<file path="src/rtl/fraction_reducer.sv">
// Reduces an operand pair by a common divisor (normally their GCD) using one
// shared restoring shift-subtract divider, run first on a and then on b.
module fraction_reducer #(
  parameter int WIDTH = 16
) (
  input  logic             clk,
  input  logic             rst_n,
  input  logic             start,
  input  logic [WIDTH-1:0] a,
  input  logic [WIDTH-1:0] b,
  input  logic [WIDTH-1:0] gcd,
  output logic             done,
  output logic [WIDTH-1:0] a_red,
  output logic [WIDTH-1:0] b_red,
  output logic             err
);

  localparam int CW = (WIDTH > 1) ? $clog2(WIDTH) : 1;
  localparam logic [CW-1:0] CNT_TOP = CW'(WIDTH - 1);

  typedef enum logic [2:0] {IDLE, LOAD, DIV_A, DIV_B, DONE} state_t;

  state_t           state;
  logic [WIDTH-1:0] dividend;
  logic [WIDTH-1:0] b_hold;
  logic [WIDTH-1:0] divisor;
  logic [WIDTH-1:0] quo;
  logic [WIDTH-1:0] qa;
  logic [WIDTH:0]   rem;
  logic [CW-1:0]    cnt;

  logic [WIDTH:0]   rem_shift;
  logic [WIDTH:0]   rem_next;
  logic [WIDTH-1:0] quo_next;
  logic             fits;

  // The dividend is consumed MSB-first by shifting it left each step. The
  // remainder stays below the divisor, so a WIDTH+1 bit register never overflows.
  always_comb begin
    rem_shift = {rem[WIDTH-1:0], dividend[WIDTH-1]};
    fits      = rem_shift >= {1'b0, divisor};
    rem_next  = fits ? (rem_shift - {1'b0, divisor}) : rem_shift;
    quo_next  = {quo[WIDTH-2:0], fits};
  end

  // NOTE: all state here uses non-blocking assignments so every register
  // samples the pre-edge values, independent of statement order.
  always_ff @(posedge clk or negedge rst_n) begin
    if (!rst_n) begin
      state    <= IDLE;
      dividend <= '0;
      b_hold   <= '0;
      divisor  <= '0;
      quo      <= '0;
      qa       <= '0;
      rem      <= '0;
      cnt      <= '0;
      done     <= 1'b0;
      a_red    <= '0;
      b_red    <= '0;
      err      <= 1'b0;
    end else begin
      done <= 1'b0;
      case (state)
        IDLE: begin
          if (start) begin
            dividend <= a;
            b_hold   <= b;
            divisor  <= gcd;
            err      <= 1'b0;
            state    <= LOAD;
          end
        end
        LOAD: begin
          rem <= '0;
          quo <= '0;
          cnt <= CNT_TOP;
          if (divisor == '0) begin
            a_red <= '0;
            b_red <= '0;
            err   <= 1'b1;
            done  <= 1'b1;
            state <= DONE;
          end else begin
            state <= DIV_A;
          end
        end
        DIV_A: begin
          rem      <= rem_next;
          quo      <= quo_next;
          dividend <= dividend << 1;
          cnt      <= cnt - 1'b1;
          if (cnt == '0) begin
            qa       <= quo_next;
            dividend <= b_hold;
            rem      <= '0;
            quo      <= '0;
            cnt      <= CNT_TOP;
            state    <= DIV_B;
          end
        end
        DIV_B: begin
          rem      <= rem_next;
          quo      <= quo_next;
          dividend <= dividend << 1;
          cnt      <= cnt - 1'b1;
          if (cnt == '0) begin
            a_red <= qa;
            b_red <= quo_next;
            done  <= 1'b1;
            state <= DONE;
          end
        end
        DONE:    state <= IDLE;
        default: state <= IDLE;
      endcase
    end
  end

endmodule

</file>
<file path="config.mk">
export PLATFORM = sky130hd
export DESIGN_NAME = fraction_reducer
export DESIGN_NICKNAME = d
export VERILOG_FILES = /design/src/rtl/fraction_reducer.sv
export SDC_FILE = /design/constraint.sdc
export NUM_CORES = 1
export LEC_CHECK = 0
export ABC_AREA = 1
export BUFFER_PORTS_ARGS = -buffer_cell sky130_fd_sc_hd__buf_2
export CAP_MARGIN = 30
export CORE_UTILIZATION = 50
export CTS_CLUSTER_SIZE = 16
export DETAILED_ROUTE_END_ITERATION = 16
export HOLD_SLACK_MARGIN = 0.1
export PLACE_DENSITY = 0.73
export SYNTH_ARGS = -nofsm -noshare
export SYNTH_HDL_FRONTEND = slang
export SYNTH_SLANG_ARGS = --single-unit
</file>
<file path="constraint.sdc">
create_clock -name clk -period 1.8 [get_ports clk]
set_input_delay 0.27 -clock clk [delete_from_list [all_inputs] [get_ports clk]]
set_output_delay 0.27 -clock clk [all_outputs]
set_load 0.01 [all_outputs]
</file>
==> impl_results.rst <==
.. list-table::
   :header-rows: 1

   * - Metric
     - Value
   * - Combined area of all synthesized cells
     - 6850 um2
   * - Worst path arrival time
     - 2.14 ns
   * - Number of flops mapped to enable cells by yosys
     - 0
   * - Placed Cells incl. Taps
     - 1134
   * - Final clock period utilization by the worst path
     - 1.02
   * - Fraction of synthesis flops using an asynchronous set or reset pin
     - 1.00
   * - Clock input transition at the sequential cells of the worst setup and hold paths
     - 0.06 ns
   * - Synth warnings
     - 0
   * - Outcome
     - complete, but fails checks
   * - Fmax achieved
     - 0.547 GHz
   * - Part of the Yosys area used for sequential elements
     - 0.497
   * - Final Hold Vio Count
     - 0
   * - Count of input and output buffers
     - 84
   * - Total via count in the routed design
     - 6219
   * - Worst min-delay path startpoint
     - gcd[1]
   * - DPL Wire Length
     - 11700 um
   * - Slew at the pin with the worst max-slew slack
     - 0.506 ns
   * - Number of I/O pins
     - 85
   * - CTS tree
     - built
   * - Total setup violations reported at the end of the flow
     - 8
   * - Core ar.
     - 13300 um2
   * - Area share of the largest cell type after synthesis
     - 0.497
   * - Average wire length per cell after detail routing
     - 14.7 um
   * - Reg-to-Reg Start
     - rem[0]
   * - Biggest area consumer among synthesized cells
     - sky130_fd_sc_hd__dfrtp_1
   * - Maximum vdd drop
     - 1.08 mV
   * - Max Root-Sink Buffers
     - 2
   * - RSZ-0062 raised after global routing
     - yes
   * - Global-route wire length before repair
     - 29100 um
   * - Vias in the first global route
     - 5837
   * - Final Wtd Congestion
     - 0.898
   * - Most used standard cell by instance count after synthesis
     - sky130_fd_sc_hd__nand2_1
   * - Critical Path RT
     - 2.11 ns
   * - Final setup slack of the worst path
     - -0.0274 ns
   * - Total Routed Length
     - 17900 um
   * - Top fanout value on the critical path
     - 7
   * - # Max-Cap Violations
     - 0
   * - Total routing resource utilization after global routing
     - 0.262
   * - Global route overflow
     - 0
   * - Setup Crit Path Kind
     - flip-flop to flip-flop
   * - Finished Layout Cells
     - 1215
   * - CTS H-Tree Depth
     - 4
   * - Kind of start point of the critical path
     - flip-flop
   * - Synth-to-Final Area Change
     - 37.4%
   * - Clock insertion delay at the later pin of the skew report
     - 0.42 ns
   * - Die boundary width
     - 119 um
   * - Layout Skew
     - 0.00788 ns
   * - Static leakage
     - 4.83 nW
   * - First-pass iteration count of the detailed router
     - 5
   * - Number of antenna violations at the first check in global routing
     - 0
   * - Remaining number of nets flagged by the antenna check after routing
     - 0
   * - Cells on worst reg2reg path
     - 13
   * - Die area
     - 14200 um2
   * - Worst Hold Path EP
     - divisor[1]
   * - Syn avg cell area
     - 8.25 um2
   * - Capture point of the worst reg-to-reg path
     - rem[13]
   * - Violation count after the first detailed-routing iteration
     - 370
   * - Final nets
     - 1097
   * - Number of buffers inserted during clock tree synthesis
     - 17
   * - Vias per Instance
     - 5.12
   * - Count of cells along the worst hold path
     - 3
   * - Total DRC errors in the routed layout
     - 0
   * - Count of standard-cell rows
     - 42
   * - Gate Count Post-Synth
     - 831
   * - Count of antenna diodes in the layout
     - 0
   * - Number of clock sinks seen by CTS
     - 136
   * - Die boundary height
     - 119 um
   * - Flops & latches, synth
     - 136
   * - Unique cell type count in the Yosys netlist
     - 37
   * - Fraction of layout cells with a size suffix above 1
     - 0.319
   * - Critical Path End Type
     - flip-flop
   * - Violated checks
     - negative setup slack
   * - Final-report max-slew violation count
     - 0
   * - Most area-consuming cells after synthesis
     - sky130_fd_sc_hd__dfrtp_1, sky130_fd_sc_hd__nand2_1, sky130_fd_sc_hd__inv_1
   * - Maximum number of pins on one net before global-route repair
     - 52
   * - Areal power density over the cells
     - 2160 nW/um2
   * - Starting utilization of the core area
     - 0.515
   * - Syn nets
     - 900
   * - Post-route minimum period
     - 1.83 ns
   * - Min Hold Slack
     - 0.117 ns
   * - List of most frequent post-synthesis cells
     - sky130_fd_sc_hd__nand2_1, sky130_fd_sc_hd__dfrtp_1, sky130_fd_sc_hd__inv_1
   * - Post-synth top flop
     - sky130_fd_sc_hd__dfrtp_1
   * - Tightest slew margin relative to the limit
     - 0.663
   * - Root Buffer
     - sky130_fd_sc_hd__clkbuf_16
   * - Slack of the worst reg-to-reg path
     - -0.03 ns
   * - Hold crit path type
     - primary input to flip-flop
-- power by group --
part	leakage [nW]	switching, W	internal (W)
Sequential	1.73	0.000696	0.00436
Clock	0.265	0.00124	0.00205
Combinational	2.84	0.00657	0.00540
Total	4.83	0.00850	0.0118
-- cell usage in the layout (no fill, tap or decap), drive strengths merged --
master	synthesis	layout
dlygate4sd3	0	30
nor2	29	29
clkinvlp	0	4
xnor2	4	4
bufinv	0	2
nor3	2	2
o21ai	80	80
o221ai	13	13
a31oi	2	2
nand3b	13	13
o31ai	1	1
fa	1	1
or2	1	1
mux2	2	2
a22oi	3	3
xor2	3	3
o21a	1	1
and2	1	1
a21oi	12	12
clkinv	0	4
nand2	266	266
inv	117	116
dfrtp	136	136
nand3	71	71
o22ai	15	15
clkbuf	11	22
buf	22	180
ha	17	17
nand4	8	8
-- how the worst max path moves through the flow --
stage	startpoint	endpoint	slack (ns)	cells past startpoint
after floorplan	rem[2]	rem[4]	0.07	12
after global placement	divisor[0]	rem[12]	-0.1	12
after detailed placement	divisor[9]	rem[6]	-0.1	13
after CTS	rem[7]	rem[14]	0.00004	13
after global routing	rem[0]	rem[13]	-0.14	13
final	rem[0]	rem[13]	-0.03	13
-- state kept, by name (all words and copies together), names as in the netlist --
signal    flops
a_red        16
b_hold       16
b_red        16
dividend     16
divisor      16
qa           16
rem          16
quo          15
cnt           4
state         3
done          1
err           1
-- through the flow --
step	cell area, um2	util	setup slack, ns	TNS (ns)	power, W
global placement	7940	0.597	-0.0957	-1.08	0.0142
finish	9420	0.708	-0.0274	-0.0802	0.0203
floorplan	6850	-	0.0745	0	0.0111
global route	9420	0.708	-0.143	-1.91	0.0219
CTS	9050	0.681	0.0000429	0	0.0187
detailed placement	7940	0.597	-0.0951	-1.21	0.0144
-- metal layers --
metal	vias up	wire, um	GRT usage
met2	192	8530	0.411
met5	-	0	0
met3	16	910	0.0508
li1	3078	-	-
met1	2933	8290	0.371
met4	0	169	0.0704
-- area by class of cell --
| cell class | count | area (um2) |
|---|---|---|
| clock buffers | 21 | 450 |
| clock inverters | 9 | 103 |
| fillers | 1000 | 3880 |
| inverters | 117 | 445 |
| multi-input cells | 545 | 3260 |
| flip-flops and latches | 136 | 3410 |
| well taps | 176 | 220 |
| repair buffers | 211 | 1540 |
-- logic make-up (layout without fill, tap and decap cells) --
kind of cell | count (synthesis) | in the layout | share of synthesized area
flip-flops | 136 | 136 | 0.497
buffers and inverters | 150 | 358 | 0.0918
multiplexers | 2 | 2 | 0.00329
AO/OA/AOI/OAI | 127 | 127 | 0.109
AND/OR/NAND/NOR | 391 | 391 | 0.256
XOR/XNOR | 7 | 7 | 0.00895
adder cells (fa/ha/maj) | 18 | 18 | 0.0340
-- worst max-delay path, cell delays in order (launching register included) --
cell	delay [ns]
sky130_fd_sc_hd__dfrtp_1	0.42
sky130_fd_sc_hd__ha_4	0.31
sky130_fd_sc_hd__nand2_2	0.05
sky130_fd_sc_hd__nor2_2	0.13
sky130_fd_sc_hd__nand2_1	0.07
sky130_fd_sc_hd__nor2_2	0.10
sky130_fd_sc_hd__nand2_2	0.06
sky130_fd_sc_hd__nand2_2	0.07
sky130_fd_sc_hd__nor2_4	0.06
sky130_fd_sc_hd__nand2_4	0.10
sky130_fd_sc_hd__buf_6	0.13
sky130_fd_sc_hd__nand3_1	0.08
sky130_fd_sc_hd__nand2_1	0.08
sky130_fd_sc_hd__nand2_1	0.05
-- what timing repair did --
action	in CTS	in global routing
gates resized for setup	34	70
gates cloned	0	1
hold buffers	30	0
endpoints found under the hold margin	73	0
pin swaps	15	25
buffers inserted	6	14
endpoints found under the setup margin	17	42
Note: power is estimated with default switching activity, not from simulation.
